[src/rtl/frame_stream_reader_pkg.sv]
// frame_stream_reader_pkg
// Items shared by the read side and the write side of the frame buffer:
//   - state_t: frame sequencing states (IDLE, RUN, DRAIN)
//   - calc_beats: beats per frame for a square image
//   - calc_addr_width: beat address width for a given beat count
package frame_stream_reader_pkg;

  typedef enum logic [1:0] {
    IDLE  = 2'd0,
    RUN   = 2'd1,
    DRAIN = 2'd2
  } state_t;

  function automatic int calc_beats(input int image_dim, input int pixels_per_beat);
    return (image_dim * image_dim) / pixels_per_beat;
  endfunction

  // A one-beat frame still needs a one-bit address.
  function automatic int calc_addr_width(input int beats);
    return (beats > 1) ? $clog2(beats) : 1;
  endfunction

endpackage

[src/rtl/frame_stream_reader_if.sv]
// frame_stream_reader_if
// Bundles the frame-buffer read port and the AXI-Stream output of the reader.
//   rd_en / rd_addr       : read request to the frame buffer (reader drives)
//   rd_data               : buffer data, valid the cycle after rd_en (buffer drives)
//   m_axis_t*             : AXI-Stream beat, tready driven by the downstream sink
// Modports:
//   master : the frame reader
//   slave  : the frame buffer plus the stream sink
interface frame_stream_reader_if
  import frame_stream_reader_pkg::*;
#(
  parameter int DATA_WIDTH = 128,
  parameter int ADDR_WIDTH = calc_addr_width(calc_beats(512, 16))
);

  logic                  rd_en;
  logic [ADDR_WIDTH-1:0] rd_addr;
  logic [DATA_WIDTH-1:0] rd_data;

  logic [DATA_WIDTH-1:0] m_axis_tdata;
  logic                  m_axis_tvalid;
  logic                  m_axis_tready;
  logic                  m_axis_tlast;
  logic                  m_axis_tuser;

  modport master (
    output rd_en,
    output rd_addr,
    input  rd_data,
    output m_axis_tdata,
    output m_axis_tvalid,
    input  m_axis_tready,
    output m_axis_tlast,
    output m_axis_tuser
  );

  modport slave (
    input  rd_en,
    input  rd_addr,
    output rd_data,
    input  m_axis_tdata,
    input  m_axis_tvalid,
    output m_axis_tready,
    input  m_axis_tlast,
    input  m_axis_tuser
  );

endinterface

[src/rtl/frame_stream_reader_stream_fifo2.sv]
// stream_fifo2
// Two-entry FIFO whose head is a register, so head_data/head_vld come
// straight from flops and stay stable while the head is not popped.
// Ports:
//   clk, aresetn : clock, synchronous active-low reset
//   push, push_data : write one entry
//   pop          : remove the head entry (only legal while head_vld)
//   occ          : current occupancy, 0..2
//   head_data, head_vld : oldest entry and its valid flag
module stream_fifo2 #(
  parameter int DATA_WIDTH = 128
) (
  input  logic                  clk,
  input  logic                  aresetn,
  input  logic                  push,
  input  logic [DATA_WIDTH-1:0] push_data,
  input  logic                  pop,
  output logic [1:0]            occ,
  output logic [DATA_WIDTH-1:0] head_data,
  output logic                  head_vld
);

  logic [DATA_WIDTH-1:0] slot0;
  logic [DATA_WIDTH-1:0] slot1;

  always_ff @(posedge clk) begin
    if (!aresetn) begin
      occ   <= 2'd0;
      slot0 <= '0;
      slot1 <= '0;
    end else begin
      unique case ({push, pop})
        2'b10: begin
          if (occ == 2'd0) slot0 <= push_data;
          else             slot1 <= push_data;
          occ <= occ + 2'd1;
        end
        2'b01: begin
          slot0 <= slot1;
          occ   <= occ - 2'd1;
        end
        // Simultaneous push and pop keep the occupancy; the new entry lands
        // behind whatever remains after the head leaves.
        2'b11: begin
          if (occ == 2'd2) begin
            slot0 <= slot1;
            slot1 <= push_data;
          end else begin
            slot0 <= push_data;
          end
        end
        default: ;
      endcase
    end
  end

  assign head_data = slot0;
  assign head_vld  = (occ != 2'd0);

  a_no_overflow:  assert property (@(posedge clk) disable iff (!aresetn)
                                   !(push && !pop && occ == 2'd2));
  a_no_underflow: assert property (@(posedge clk) disable iff (!aresetn)
                                   !(pop && occ == 2'd0));

endmodule

[src/rtl/frame_stream_reader.sv]
// frame_stream_reader
// Reads one full frame from a beat-organised frame buffer and emits it as
// an AXI-Stream master (tuser = start of frame, tlast = end of frame).
// Ports:
//   clk, aresetn : clock, synchronous active-low reset
//   start        : frame request, sampled only while idle
//   busy         : high whenever a frame is in progress
//   frame_done   : one-cycle pulse after the last beat handshake
//   bus          : frame_stream_reader_if.master (buffer read port + stream)
// Reads are throttled so that FIFO entries plus reads in flight never exceed
// two; the 1-cycle buffer latency is absorbed without losing beats under any
// tready pattern.
module frame_stream_reader
  import frame_stream_reader_pkg::*;
#(
  parameter int PIXELS_PER_BEAT = 16,
  parameter int IMAGE_DIM       = 512,
  parameter int BIT_WIDTH       = 8,
  parameter int DATA_WIDTH      = PIXELS_PER_BEAT * BIT_WIDTH
) (
  input  logic clk,
  input  logic aresetn,
  input  logic start,
  output logic busy,
  output logic frame_done,
  frame_stream_reader_if.master bus
);

  localparam int BEATS      = calc_beats(IMAGE_DIM, PIXELS_PER_BEAT);
  localparam int ADDR_WIDTH = calc_addr_width(BEATS);
  localparam logic [ADDR_WIDTH-1:0] LAST_ADDR = ADDR_WIDTH'(BEATS - 1);

  state_t                state_q;
  state_t                state_d;
  logic                  rd_en;
  logic [ADDR_WIDTH-1:0] rd_addr_q;
  logic [ADDR_WIDTH-1:0] beat_cnt_q;
  logic                  vld_p1;
  logic                  pop;
  logic [2:0]            pending;
  logic [1:0]            fifo_occ;
  logic [DATA_WIDTH-1:0] fifo_head;
  logic                  fifo_vld;
  logic                  tlast;
  logic                  tuser;

  assign pop   = fifo_vld && bus.m_axis_tready;
  // pop implies occ >= 1, so this never goes negative.
  assign pending = {1'b0, fifo_occ} + {2'b00, vld_p1} - {2'b00, pop};

  // Flags qualified by valid so they read 0 whenever no beat is presented.
  assign tlast = fifo_vld && (beat_cnt_q == LAST_ADDR);
  assign tuser = fifo_vld && (beat_cnt_q == '0);

  always_ff @(posedge clk) begin
    if (!aresetn) state_q <= IDLE;
    else          state_q <= state_d;
  end

  always_comb begin
    state_d = state_q;
    unique case (state_q)
      IDLE:    if (start) state_d = RUN;
      RUN:     if (rd_en && rd_addr_q == LAST_ADDR) state_d = DRAIN;
      DRAIN:   if (pop && tlast) state_d = IDLE;
      default: state_d = IDLE;
    endcase
  end

  always_comb begin
    busy  = (state_q != IDLE);
    rd_en = 1'b0;
    if (state_q == RUN) rd_en = (pending < 3'd2);
  end

  // Stage p0 -> p1: read issued, data returns from the buffer next cycle.
  always_ff @(posedge clk) begin
    if (!aresetn) begin
      rd_addr_q  <= '0;
      beat_cnt_q <= '0;
      vld_p1     <= 1'b0;
      frame_done <= 1'b0;
    end else begin
      vld_p1     <= rd_en;
      frame_done <= (state_q == DRAIN) && pop && tlast;
      if (state_q == IDLE) begin
        rd_addr_q  <= '0;
        beat_cnt_q <= '0;
      end else begin
        // Both counters saturate at the last beat; they restart from IDLE.
        if (rd_en && rd_addr_q != LAST_ADDR) rd_addr_q <= rd_addr_q + ADDR_WIDTH'(1);
        if (pop && beat_cnt_q != LAST_ADDR)  beat_cnt_q <= beat_cnt_q + ADDR_WIDTH'(1);
      end
    end
  end

  // Stage p1 -> output: returned data queued, head presented on the stream.
  stream_fifo2 #(
    .DATA_WIDTH (DATA_WIDTH)
  ) u_fifo (
    .clk       (clk),
    .aresetn   (aresetn),
    .push      (vld_p1),
    .push_data (bus.rd_data),
    .pop       (pop),
    .occ       (fifo_occ),
    .head_data (fifo_head),
    .head_vld  (fifo_vld)
  );

  assign bus.rd_en         = rd_en;
  assign bus.rd_addr       = rd_addr_q;
  assign bus.m_axis_tdata  = fifo_head;
  assign bus.m_axis_tvalid = fifo_vld;
  assign bus.m_axis_tlast  = tlast;
  assign bus.m_axis_tuser  = tuser;

endmodule
[src/flat_wrapper.sv]
// flat-port wrapper written by rule: the top's interface ports become plain ports
module frame_stream_reader_flat import frame_stream_reader_pkg::*;
#(
  parameter int PIXELS_PER_BEAT = 16,
  parameter int IMAGE_DIM       = 512,
  parameter int BIT_WIDTH       = 8,
  parameter int DATA_WIDTH      = PIXELS_PER_BEAT * BIT_WIDTH
)
  (clk, aresetn, start, busy, frame_done, bus_rd_en, bus_rd_addr, bus_rd_data, bus_m_axis_tdata, bus_m_axis_tvalid, bus_m_axis_tready, bus_m_axis_tlast, bus_m_axis_tuser);
  frame_stream_reader_if #(.DATA_WIDTH(DATA_WIDTH)) bus_i ();
  input  logic clk;
  input  logic aresetn;
  input  logic start;
  output logic busy;
  output logic frame_done;
  output wire logic [$bits(bus_i.rd_en)-1:0] bus_rd_en;
  output wire logic [$bits(bus_i.rd_addr)-1:0] bus_rd_addr;
  input wire logic [$bits(bus_i.rd_data)-1:0] bus_rd_data;
  output wire logic [$bits(bus_i.m_axis_tdata)-1:0] bus_m_axis_tdata;
  output wire logic [$bits(bus_i.m_axis_tvalid)-1:0] bus_m_axis_tvalid;
  input wire logic [$bits(bus_i.m_axis_tready)-1:0] bus_m_axis_tready;
  output wire logic [$bits(bus_i.m_axis_tlast)-1:0] bus_m_axis_tlast;
  output wire logic [$bits(bus_i.m_axis_tuser)-1:0] bus_m_axis_tuser;
  assign bus_rd_en = bus_i.rd_en;
  assign bus_rd_addr = bus_i.rd_addr;
  assign bus_i.rd_data = bus_rd_data;
  assign bus_m_axis_tdata = bus_i.m_axis_tdata;
  assign bus_m_axis_tvalid = bus_i.m_axis_tvalid;
  assign bus_i.m_axis_tready = bus_m_axis_tready;
  assign bus_m_axis_tlast = bus_i.m_axis_tlast;
  assign bus_m_axis_tuser = bus_i.m_axis_tuser;
  frame_stream_reader #(.PIXELS_PER_BEAT(PIXELS_PER_BEAT), .IMAGE_DIM(IMAGE_DIM), .BIT_WIDTH(BIT_WIDTH), .DATA_WIDTH(DATA_WIDTH)) u_core (.clk(clk), .aresetn(aresetn), .start(start), .busy(busy), .frame_done(frame_done), .bus(bus_i));
endmodule
[config.mk]
export PLATFORM = sky130hd
export DESIGN_NAME = frame_stream_reader_flat
export DESIGN_NICKNAME = d
export VERILOG_FILES = /design/src/rtl/frame_stream_reader_pkg.sv /design/src/rtl/frame_stream_reader_if.sv /design/src/rtl/frame_stream_reader_stream_fifo2.sv /design/src/rtl/frame_stream_reader.sv /design/src/flat_wrapper.sv
export SDC_FILE = /design/constraint.sdc
export NUM_CORES = 1
export LEC_CHECK = 0
export CAP_MARGIN = 5
export CORE_ASPECT_RATIO = 0.6
export CORE_MARGIN = 4
export CORE_UTILIZATION = 45
export DETAILED_ROUTE_END_ITERATION = 8
export PLACE_DENSITY_LB_ADDON = 0.12
export SLEW_MARGIN = 10
export SYNTH_ARGS = -nofsm -noshare
export SYNTH_HDL_FRONTEND = slang
export SYNTH_SLANG_ARGS = --single-unit
export TNS_END_PERCENT = 100
[constraint.sdc]
create_clock -name clk -period 7.34 [get_ports clk]
set_input_delay 1.835 -clock clk [delete_from_list [all_inputs] [get_ports clk]]
set_output_delay 1.835 -clock clk [all_outputs]
set_load 0.02 [all_outputs]
# [Word level (Yosys, flattened, before mapping)]
# Cells that the tools add are included.
[classes] n_addsub=6 order_cmp=1 n_eq_ne=16 n_mux=12 n_bitwise=1 reduce_logical=21
[op_table] op="$mux W128" n=4
[op_table] op="$pmux W128 S3" n=1
[op_table] op="$pmux W128 S2" n=1
[op_table] op="$add A14 B1 Y14 const B" n=2
[op_table] op="$eq A14 B14 Y1 const B" n=2
[op_table] op="$ne A14 B14 Y1 const B" n=2
[op_table] op="$logic_not A14 Y1" n=1
[op_table] op="$logic_and A1 B1 Y1" n=9
[op_table] op="$eq A2 B2 Y1 const B" n=4
[op_table] op="$ne A2 B2 Y1 const B" n=4
[op_table] op="$reduce_bool A2 Y1" n=4
[op_table] op="$mux W2" n=3
[op_table] op="$pmux W2 S3" n=1
[op_table] op="$reduce_and A3 Y1" n=2
[op_table] op="$eq A2 B1 Y1 const B" n=2
[op_table] op="$logic_not A2 Y1" n=2
[op_table] op="$ne A2 B1 Y1 const B" n=2
[op_table] op="$pmux W2 S2" n=1
[op_table] op="$add A2 B1 Y3" n=1
[op_table] op="$lt A3 B2 Y1 const B" n=1
[op_table] op="$reduce_bool A3 Y1" n=1
[op_table] op="$sub A3 B1 Y3" n=1
[op_table] op="$add A2 B1 Y2 const B" n=1
[op_table] op="$reduce_and A2 Y1" n=1
[op_table] op="other kinds (4)" n=4
[word_totals] ff_bits=290 input_bits=132

# [Logic depth before layout (Yosys ltp)]
# Gate-level depths: netlist (run 1).
[depth] word_depth=8 mapped_depth=13 mapped_depth_nobuf=10

# [By module]
# A second synthesis (run 1) with hierarchy kept.
[unflattened] cells_unflattened=1586 area_unflattened_um2=14396.3
[modules_own_cells] module="stream_fifo2" instances=1 cells_per_inst=1391 area_each_um2=12700.9
[modules_own_cells] module="frame_stream_reader" instances=1 cells_per_inst=195 area_each_um2=1695.4

# [Worst setup path after synthesis (run 1)]
# Ideal clock, no wire load.
[synth_timing] path_kind="input port to output port" startpoint="input port bus_m_axis_tready" endpoint="output port bus_rd_en" arrival_ns=3.886 slack_ns=1.619 stages=10 n_path_buf=2 cell_sequence="o21a_1 -> inv_2 -> buf_2 -> ha_1 -> nand2b_1 -> fa_1 -> nand3b_1 -> or2_2 -> clkbuf_1 -> inv_1"
[synth_via] elab_chain_cells=4
[synth_rtl] item="start: declaration" line="flat_wrapper.sv:21" text="input wire logic [$bits(bus_i.m_axis_tready)-1:0] bus_m_axis_tready;"
[synth_rtl] item="$logic_and A1 B1 Y1" line="frame_stream_reader.sv:47" text="assign pop = fifo_vld && bus.m_axis_tready;"
[synth_rtl] item="$sub A3 B1 Y3" line="frame_stream_reader.sv:49" text="assign pending = {1'b0, fifo_occ} + {2'b00, vld_p1} - {2'b00, pop};"
[synth_rtl] item="$lt A3 B2 Y1" line="frame_stream_reader.sv:73" text="if (state_q == RUN) rd_en = (pending < 3'd2);"
[synth_rtl] item="$mux W1" line="frame_stream_reader.sv:73"
[synth_rtl] item="end: declaration" line="flat_wrapper.sv:16" text="output wire logic [$bits(bus_i.rd_en)-1:0] bus_rd_en;"
# Every way passes these cells.

# [Final worst setup path (run 1)]
# Same ends and word-level chain as after synthesis.

==> results of run 1 <==
[worst paths after layout]
kind,startpoint,endpoint,cells after the start
hold / removal,u_core.u_fifo.slot1[21],u_core.u_fifo.slot1[21],2
hold reg to reg,u_core.u_fifo.slot1[21],u_core.u_fifo.slot1[21],2
setup / recovery,bus_m_axis_tready,bus_rd_en,10
setup reg to reg,u_core.u_fifo.occ[0],u_core.bus.rd_addr[12],9
[area by class of cell]
class	instances	area (µm²)
Antenna cell	1	2.50
Clock buffer	39	823
Clock inverter	12	213
Fill cell	2243	9830
Inverter	11	48.8
Multi-Input combinational cell	946	5500
Sequential cell	290	5810
Tap cell	352	440
Timing Repair Buffer	289	2890
[flip-flops by register name, summed over array words and instances, names as in the netlist]
| register | cells |
|---|---|
| u_core.state_q | 2 |
| u_core.frame_done | 1 |
| u_core.u_fifo.head_data | 128 |
| u_core.beat_cnt_q | 14 |
| u_core.vld_p1 | 1 |
| u_core.bus.rd_addr | 14 |
| u_core.u_fifo.occ | 2 |
| u_core.u_fifo.slot1 | 128 |
[per-stage QoR]
stage | setup slack (ns) | area, µm²
after CTS | 0.485 | 15700
after global routing | 0.322 | 15700
after floorplan | 1.62 | 11800
final | 0.484 | 15700
after detailed placement | 0.523 | 14700
after global placement | 0.595 | 14700
[cells in the mapped netlist (all sizes together) (11+ instances only)]
library cell | instances | share of area, %
mux2i | 129 | 11
dfxtp | 290 | 49
or4 | 16 | 1.0
nand2 | 274 | 8.7
buf | 65 | 2.7
nor2 | 137 | 4.4
a21oi | 152 | 6.4
inv | 11 | 0.35
nand3 | 14 | 0.59
clkbuf | 45 | 1.4
a211oi | 129 | 8.2
[worst reg2reg max path, delay by kind of cell (launching register included)]
| kind | cells | cell delay (ns) |
|---|---|---|
| and+or+nand+nor | 4 | 1.31 |
| adders and majority gates | 2 | 0.84 |
| DFF | 1 | 0.56 |
| AOI/OAI and AO/OA | 2 | 0.35 |
| buffers and inverters | 1 | 0.10 |
[logic make-up (layout without fill, tap and decap cells)]
group,Yosys count,count (layout)
compound gates,320,320
xor+xnor,3,3
fa+ha+maj,6,6
buf+inv,121,351
flops,290,290
mux,129,129
other cells,0,1
simple gates,488,488
[layer usage]
metal  GRT usage (%)  vias up  wire [µm]
met5               0        -         13
met4            3.71        2        478
met3            6.45       40       2390
met2            30.3      247      13500
met1            31.3     4709      15900
li1                -     5186          -
[power groups by stage]
stage               clock network [mW]  registers (mW)  logic [mW]
detailed placement                   0            2.23        2.50
CTS                               1.64            2.21        2.51
global placement                     0            2.22        2.48
finish                            1.60            2.21        2.48
global route                      1.70            2.26        2.69
floorplan                            0            2.58        1.12
==> flow_results.org, run 1 <==
** STA
- The final hold violation count was 0.
- Final Max Tran Viols :: 0
- Derived from the worst setup path, the maximum achievable clock frequency is between 100 and 150 MHz.
- Final min period :: 6.86 ns
- Setup violations remaining at the end of the flow were counted as 0.
- Setup repair after global routing left no endpoint under its margin.
- Worst slew margin :: 23.0%
- Across all hold checks on the routed design, the worst slack comes to 0.451 ns.
- Largest clock skew in the final design :: 0.00790 ns
- Ratio of final minimum period to clock period :: 93.4%
- Least-Margin Pin Slew :: 1.15 ns
- Setup TNS :: 0 ns

** Worst setup path
- Startpoint class of the critical path :: input pin
- STA classifies the critical path endpoint as an output port.
- Counting both buffers and inverters, the worst setup path holds a total of 4.
- The worst setup path is of the input pin to output port kind.
- For this run, the slowest stage of the critical path takes 0.63 ns.
- Highest fanout seen on the critical path :: 14
- In this run the register-to-register setup slack is 4.08 ns.
- The most numerous cell type found on the critical path is clkdlybuf4s50_1.
- Cell-by-cell listing of the critical path :: clkdlybuf4s50_1, o21a_1, inv_2, ha_1, nand2b_1, fa_1, nand3b_1, or2_2, inv_1, clkdlybuf4s50_1
- STA puts the critical path data arrival time at ~5.0 ns.
- STA puts the critical path data required time at 5.51 ns.
- For this design, the slowest cell found on the critical path is clkdlybuf4s50_1.
- Crit-path leading delay family :: buffers and inverters

** Drt
- DRC marker count from the first detailed-route iteration :: 926
- The final route contains 10,200 vias.
- Number of vias per cell :: 5.25
- Routed len/inst :: around 17 µm
- Number of detailed-routing iterations run before antenna repair :: 5
- The detail route stage leaves a number of antenna-violating nets equal to 0.
- Overall routed net length :: 32,200 µm
- DRC violation count after routing :: 0

** GRT
- The number of global-route vias before repair is 9,354.
- Across every metal layer, demand over resource in global routing totals 21.0%.
- Wire length of the first global-routing pass :: 50,900 µm
- Largest net degree at the start of global routing :: 161
- Overall overflow remaining after global route :: 0
- Number of antenna violations at the first check in global routing :: 2

** Clock tree
- Counting every sink on the clock net gives 290.
- TritonCTS clock tree :: built
- For this design, the CTS-stage hold fixing added 0 buffers.
- In this run the number of H-tree levels came out at 1.
- Clock Path Buffers :: 3
- CTS clk-pin slew, worst paths :: 0.06 ns
- CTS placed an instance of clkbuf_16 at the clock tree root.
- Post-CTS Setup Repair Bufs :: 0
- Buffers inserted during clock tree synthesis total 28.
- For the worst-skew pair, the clock arrives at the later sink with an insertion delay of 0.54 ns.
- Gates resized during post-CTS repair numbered 0.

** Floorplan
- The core region is 25,600 µm².
- The die covers 29,000 µm².
- Measured along the y axis, the die boundary spans about 130 µm.
- Initial core utilization :: 46.2%
- Row Count :: 45
- From left edge to right edge, the die measures between 200 and 250 µm.
- Boundary Pins :: 280

** Synthesis
- Number of enable flip-flop cells after synthesis :: 0
- The share of the Yosys chip area taken by registers is 49.2%.
- Summing the areas of all compound-gate instances in the mapped netlist gives between 10% and 20% of the synthesized area.
- #FFs+latches synth :: 290
- Area fraction in and, or, nand and nor cells after synthesis :: 17.4%
- Total standard cell area after synthesis :: between 10,000 and 15,000 µm²
- The synthesized netlist devotes less than 1% of its cell area to XOR and XNOR gates.
- Share of async-settable or async-resettable flops after synthesis :: 0%
- Warnings from Yosys :: 0
- In the synthesized netlist the dominant register cell turns out to be dfxtp_1.
- Synthesis produced a netlist with a net count of 1,495.
- Counting every instance in the synthesized netlist gives 1,357.
- After synthesis, the largest family of logic cells by area is simple AND/OR/NAND/NOR gates.
- The netlist uses between 40 and 50 different library cells.
- Portion of netlist area occupied by mux cells :: 10.9%
- The synthesized netlist devotes 0.699% of its cell area to adder and majority cells.
- Each instance of the synthesized netlist takes up on average 8.70 µm².

** Power and ir drop
- For this design the static power due to leakage is 6.00 nW.
- Of the total power, combinational logic draws between 30% and 40%.
- The analysis attributes to net switching a power of 2.24 mW.
- Per report_power, the clock group accounts for 25.4% of the total.
- Switching part of the total power :: 35.6%
- Total power for the finished layout comes to ~6.3 mW.
- Dividing total power by cell area gives a power density of roughly 400 nW/µm².
- The worst-case IR drop observed on VDD is 0.209 mV.
- Seq pwr share :: 35.1%
- The internal portion of the total power is 4.05 mW.

** Final layout
- Leaving out fill and tap cells, the most frequent cell in the layout is dfxtp_1.
- Fraction of the core area covered by cells at the end of the flow :: 61.5%
- Most used cells in the layout excluding fill and tap cells :: dfxtp_1 (290), clkdlybuf4s50_1 (279), nand2_1 (273), a21oi_1 (152), nor2_1 (137)
- After the last flow step, the layout net total stands at 1,704.
- After the flow finishes, the layout carries non-filler instances totaling 1,940.
- Proportion of layout cells with a drive suffix above 1 :: 4.41%
- Compared with the post-synthesis result, the final layout area differs by 33.2%.

** Placement
- Buffers placed on the I/O ports in this run total 279.
- RePlAce Congestion :: 0.809
- Sum of net half-perimeters after detailed placement :: 20,600 µm
- Number of cells in the design after placement :: 1,888

** Hold path
- In this run the worst hold path is classified as flip-flop to flip-flop.

** Run status
- Outcome :: finished, final reports clean

** Job
- Number of max-capacitance violations reported :: 0
Note: power is estimated with default switching activity, not from simulation.
==> inputs of run 2 (changes only) <==
--- a/config.mk
+++ b/config.mk
@@ -7,7 +7,6 @@
 export LEC_CHECK = 0
 export CAP_MARGIN = 5
 export CORE_ASPECT_RATIO = 0.6
-export CORE_MARGIN = 4
 export CORE_UTILIZATION = 45
 export DETAILED_ROUTE_END_ITERATION = 8
 export PLACE_DENSITY_LB_ADDON = 0.12
==> run 2 against run 1 <==
  * Clock power is essentially flat
  * Critical path depth is the same
  * Fmax shrank 0.20%
  * Combinational power is essentially flat
  * Non-clock buffer count grew 1
  * Clock-buffer cell count shrank 2
  * Routed wire length shrank 2.8%
  * Power shrank 0.36%
  * Global-route usage grew 1.5 points
  * Die area shrank 7.1%
  * Largest cell class unchanged
  * Highest routed layer unchanged
==> flow_results.org, run 2 (same netlist as run 1, synthesis figures left out) <==
** STA
- Largest clock skew in the final design :: 0.0223 ns (was 0.00790 ns)
- Achievable clock frequency :: 146 MHz (about the same)
- Ratio of final minimum period to clock period :: 93.6% (was 93.4%)
- Unrepaired setup endpoints after global routing :: no (unchanged)
- Setup-violating endpoint count in the final report :: 0 (unchanged)
- The final hold violation count was 0 (unchanged).
- The worst max-slew margin expressed relative to the limit came to 20.6% (was 23.0%).
- Setup TNS :: 0 ns (unchanged)
- Least-Margin Pin Slew :: 1.18 ns (was 1.15 ns)
- Final min period :: 6.87 ns (was 6.86 ns)
- The count of final max-slew check failures was 0 (unchanged).

** Final layout
- Number of nets at the end of the flow :: 1,705 (was 1,704)
- Cell area after layout :: 15,700 µm² (about the same)
- The fraction of layout instances using a drive strength above 1 is 4.53% (was 4.41%).
- The signed area change from the synthesized netlist to the final layout was 33.1% (was 33.2%).
- The filler cell count in the final layout came to 2,188 (was 2,243).
- The commonest non-fill, non-tap cell in the layout is dfxtp_1 (unchanged).
- Most used cells in the layout excluding fill and tap cells: dfxtp_1 (290), clkdlybuf4s50_1 (279), nand2_1 (273), a21oi_1 (152), nor2_1 (137) (unchanged).

** Placement
- Placement Cell Area :: 14,700 µm² (about the same)
- The count of port buffers added during placement is 279 (unchanged).
- Sum of net half-perimeters after detailed placement :: 19,500 µm (was 20,600 µm)
- RePlAce Congestion :: 0.843 (was 0.809)

** Clock tree
- CTS clk-pin slew, worst paths :: 0.06 ns (about the same)
- The number of buffers inserted for hold repair after clock tree synthesis came to 0 (unchanged).
- Post-cts repair resize count :: 0 (unchanged)
- TritonCTS clock tree :: built (unchanged)
- Total clock buffers created by CTS :: 28 (unchanged)
- Clock Path Buffers :: 3 (unchanged)
- Clk Latency, worst-skew pair :: 0.56 ns (was 0.54 ns)
- CTS H-tree lvls :: 1 (unchanged)
- The root cell of the clock tree is clkbuf_16 (unchanged).
- The clock net sink count was 290 (unchanged).
- The setup fix buffers added after clock tree synthesis was 0 (unchanged).

** Drt
- DRC marker count from the first detailed-route iteration :: 687 (was 926)
- The final antenna-violating net count was 0 (unchanged).
- Via count :: 10,200 (about the same)
- Number of detailed-routing iterations run before antenna repair :: 4 (was 5)
- The post-detailed-route wirelength per cell came to 16.1 µm (was 16.6 µm).
- DRC violation count after routing :: 0 (unchanged)
- Number of vias per cell :: 5.24 (was 5.25)
- The wire length after detailed routing came to 31,300 µm (was 32,200 µm).

** Run status
- Outcome: finished, final reports clean (unchanged).

** GRT
- Number of antenna violations at the first check in global routing :: 3 (was 2)
- The overall track demand over capacity in global routing was 22.5% (was 21.0%).
- The number of global-route vias before repair is 9,208 (was 9,354).
- Overall overflow remaining after global route :: 0 (unchanged)
- The wire length of the first global-routing pass came to 49,300 µm (was 50,900 µm).
- Largest net degree at the start of global routing :: 131 (was 161)

** Worst setup path
- Arrival time of data at the critical path endpoint :: 5.03 ns (was 5.02 ns)
- Crit. path cell count :: 10 (unchanged)
- Count of buffering cells on the critical path with inverters included :: 4 (unchanged)
- Most common cell type on the critical path :: clkdlybuf4s50_1 (unchanged)
- Cell-by-cell listing of the critical path: clkdlybuf4s50_1, o21a_1, inv_2, ha_1, nand2b_1, fa_1, nand3b_1, or2_2, inv_1, clkdlybuf4s50_1 (unchanged).
- The required time of the worst setup path is 5.51 ns (about the same).
- The capturing point of the worst reg2reg path is u_core.state_q[1] (was u_core.bus.rd_addr[12]).
- The delay of the slowest cell on the worst path came to 0.63 ns (about the same).
- The endpoint class of the critical path is an output port (unchanged).
- Crit-path leading delay family :: buffers and inverters (unchanged)
- The launching element type of the critical path was an input pin (unchanged).
- The slack of the worst reg-to-reg path came to 4.10 ns (was 4.08 ns).
- FF-to-FF path depth :: 9 (unchanged)
- The worst setup path startpoint was bus_m_axis_tready (unchanged).
- The worst flop-to-flop path startpoint was u_core.u_fifo.occ[0] (unchanged).
- Slowest cell on crit path :: clkdlybuf4s50_1 (unchanged)
- Timing endpoint of the critical path :: bus_rd_en (unchanged)
- The peak fanout along the critical path was 14 (unchanged).
- The critical path class was input pin to output port (unchanged).

** Floorplan
- Vertical die dimension :: 127 µm (was 133 µm)
- The row count came to 45 (unchanged).
- Width of the die :: 211 µm (was 217 µm)
- Initial core utilization :: 46.3% (was 46.2%)
- Die area :: 26,900 µm² (was 29,000 µm²)
- Core ar. :: 25,500 µm² (was 25,600 µm²)
- Boundary Pins :: 280 (unchanged)

** Power and ir drop
- Power, Total :: 6.27 mW (was 6.29 mW)
- The standby leakage power was 5.99 nW (was 6.00 nW).
- The power per unit of standard cell area is 399 nW/µm² (was 400 nW/µm²).
- Worst ir drop on vdd :: 0.244 mV (was 0.209 mV)

** Job
- Number of max-capacitance violations reported :: 0 (unchanged)

** Hold path
- Class of the tightest hold or removal check :: flip-flop to flip-flop (unchanged)
-- run 2: cell types whose count changed in the layout (fill, tap and decap cells not counted), sizes merged --
cell      delta
bufinv       -1
clkinvlp     +2
buf          +1
diode        +1
inv          +1
clkinv       +1
clkbuf       -2
-- run 2: stage by stage --
stage | std cells | hold WS, ns | setup slack, ns | util, %
after global routing | 1941 | 0.465 | 0.352 | 61.6
after floorplan | 1357 | 0.436 | 1.62 | -
after global placement | 1889 | 0.440 | 0.595 | 57.7
after CTS | 1941 | 0.455 | 0.499 | 61.6
after detailed placement | 1889 | 0.446 | 0.513 | 57.7
final | 1943 | 0.452 | 0.471 | 61.6
-- run 2: area by class of cell --
class	instances	area [µm²]	share of cell area (%)
Timing Repair Buffer	290	2910	18.5
Multi-Input combinational cell	946	5500	35.0
Clock buffer	37	796	5.06
Inverter	11	48.8	0.310
Sequential cell	290	5810	36.9
Tap cell	352	440	2.80
Antenna cell	2	5.00	0.0318
Clock inverter	15	211	1.34
-- run 2: worst reg2reg max path: stages, from the launching register on --
cell and delay, ns:
dfxtp_1 0.55, o21a_1 0.20, inv_2 0.10, ha_1 0.35, nand2b_1 0.18, fa_1 0.50
nand3b_1 0.13, or3_1 0.50, nor4_1 0.50, a21o_1 0.18
-- run 2: worst min path at each step --
stage,from,endpoint,cells past startpoint
floorplan,u_core.u_fifo.slot1[0],u_core.u_fifo.slot1[0],2
global placement,u_core.u_fifo.slot1[0],u_core.u_fifo.slot1[0],2
detailed placement,u_core.u_fifo.slot1[77],u_core.u_fifo.slot1[77],2
CTS,u_core.u_fifo.slot1[77],u_core.u_fifo.slot1[77],2
global route,u_core.u_fifo.slot1[125],u_core.u_fifo.slot1[125],2
finish,u_core.u_fifo.slot1[85],u_core.u_fifo.slot1[85],2
-- run 2: metal layers --
| layer | up-vias | track usage, % | wire length [µm] |
|---|---|---|---|
| met1 | 4720 | 32.2 | 15100 |
| met4 | 2 | 4.39 | 437 |
| met3 | 37 | 6.83 | 2440 |
| met2 | 233 | 33.5 | 13300 |
| met5 | - | 0 | 13 |
| li1 | 5193 | - | - |
-- run 2: where the power goes --
group | internal [mW] | leakage [nW] | switching (mW)
logic | 1.09 | 3.14 | 1.39
clock network | 0.940 | 0.490 | 0.643
registers | 1.97 | 2.36 | 0.231
total | 4.00 | 5.99 | 2.27
==> variant (config.mk and constraints of run 2) <==
The 3 states of `state_t` get a one-hot encoding in 3 bits.
--- a/src/rtl/frame_stream_reader_pkg.sv
+++ b/src/rtl/frame_stream_reader_pkg.sv
@@ -7,6 +7,6 @@
 
-  typedef enum logic [1:0] {
-    IDLE  = 2'd0,
-    RUN   = 2'd1,
-    DRAIN = 2'd2
+  typedef enum logic [2:0] {
+    IDLE  = 3'b001,
+    RUN   = 3'b010,
+    DRAIN = 3'b100
   } state_t;
Formal check against the unedited RTL: same outputs for any inputs over 4 cycles, from zero or initial values and one cycle with aresetn low; so few cycles prove little.
==> variant against run 2 <==
Routed wire length increased by 1.9%. Synthesized area increased by 0.89%. Setup slack got worse by 57 ps. Total power decreased by 10%. Design area decreased by 0.78%. Sequential cell count increased by 1. Critical path depth unchanged. Critical path type unchanged. Critical endpoint unchanged. Largest cell class unchanged.
==> variant: results (changes against run 2) <==
Outcome
  – Status: finished, final reports clean

Layout
  – Diode count: 1 (-1)
  – Seq. cell area: 5826 µm² (+0.34%)
  – Final Cell Area: 15600 µm² (-0.78%)
  – Final std cells w/o fill: 1934 (-0.46%)
  – Buffers, non-clock: 288 (-0.69%)
  – Final nets: 1701 (-0.23%)
  – Multi-input logic area: 5535 µm² (+0.59%)
  – FILL cells: 2253 (+3.0%)
  – Invs w/o clock: 15 (+4)
  – Clock-cell share: 5.350% (-1.1 points)
  – NonClk Buf Share: 18.58% (+0.049 points)
  – Clock Buffer Count: 42 (+14%)
  – Layout cells sized above 1: 3.922% (-0.61 points)

Power and ir drop
  – Tot Pwr: 5635 µW (-10%)
  – Leak: 0.005919 µW (-1.2%)
  – Comb pwr: 2210 µW (-11%)
  – Sw frac: 35.46% (-0.69 points)

Synthesis
  – Mux cell area share after synthesis: 11.01% (+0.072 points)
  – Mean post-synth cell area: 8.819 µm² (+1.3%)
  – Dominant cells by area after synthesis: dfxtp_1, mux2i_1, nand2_1, a211oi_1, a21oi_1
  – Syn Nets: 1489 (-0.40%)
  – Synth cell types: 51 (+21%)
  – Xor/xnor share of the synthesized area: 0.3571% (+0.13 points)
  – Cells after Synth: 1351 (-0.44%)
  – Post-synth top cells: dfxtp_1, nand2_1, a21oi_1, nor2_1, a211oi_1
  – Compound-cell area share of the yosys netlist: 16.83% (-0.25 points)
  – Post-synthesis sequential area ratio: 48.90% (-0.27 points)
  – Adder-cell share of the synthesized area: 0.6931% (-0.0062 points)

Drt
  – DR vias: 10226 (+0.40%)
  – Routed length on met3: 2279 µm (-6.4%)
  – TritonRoute pass-1 iters: 5 (+1)
  – Wl on met1: 15620 µm (+3.4%)
  – DR iter-0 viols: 766 (+11%)
  – WL per Instance: 16.51 µm (+2.4%)
  – DR WL met2: 13470 µm (+1.2%)

STA
  – Final Skew: 10.18 ps (-12.10 ps)
  – Worst Hold Margin: 451.2 ps (-0.6020 ps)
  – Slew HR: 25.15% (+4.6 points)
  – Fin crit period: 6927 ps (+57.20 ps)

Placed design
  – Area of placed instances: 14760 µm² (+0.36%)
  – Place WS: 396.7 ps (-116.7 ps)
  – DPL Wire Length: 20180 µm (+3.4%)
  – RePlAce Congestion: 0.8026 (-4.8%)

Global route
  – First-pass GRT wire length: 50690 µm (+2.8%)
  – Met1 GRT Util: 33.34% (+1.1 points)
  – Initial antenna violation count: 2 (-1)
  – Number of global-route vias before repair: 9407 (+2.2%)
  – Pin count of the biggest net entering global routing: 185 (+41%)
  – GR Util met3: 6.271% (-0.56 points)
  – Global Route Usage Sum: 23.14% (+0.59 points)
  – Met2 Track Usage GR: 34.52% (+1.1 points)

Clocking
  – Clock Sinks: 291 (+0.34%)
  – Worst-Skew Late Latency: 540 ps (-20 ps)

Setup path
  – Crit path max-delay family: buffers and inverters
  – R2R Setup Slk: 3820 ps (-280 ps)
  – Max FO, Critical Path: 6 (-8)
  – Slowest stage delay, CP: 610 ps (-20 ps)
  – Worst endpoint data arrival time: 5090 ps (+60 ps)
==> variant: cell types whose count changed after synthesis, moves of 4 or more <==
cell      before  now
buf_4          2   12
inv_1          9   15
nor4_1         8    3
buf_6          0    4
clkbuf_1      45   39
buf_2         58   46
a21oi_1      152  148
==> variant: worst register-to-register path: stages, from the launching register on <==
cell and delay, ps:
dfxtp_1 570, o21a_1 350, inv_1 110, ha_1 350, nand2b_1 180, fa_1 530, and4bb_2 290, nand4_1 330
or4_1 590, a21oi_1 150
==> variant: path summary, 6_finish.rpt <==
kind                                         startpoint                 endpoint  cells after the start
worst max-delay path                  bus_m_axis_tready                bus_rd_en                     10
worst min-delay path            u_core.u_fifo.slot1[23]  u_core.u_fifo.slot1[23]                      2
worst max register to register     u_core.u_fifo.occ[0]   u_core.bus.rd_addr[11]                      9
worst min register to register  u_core.u_fifo.slot1[23]  u_core.u_fifo.slot1[23]                      2
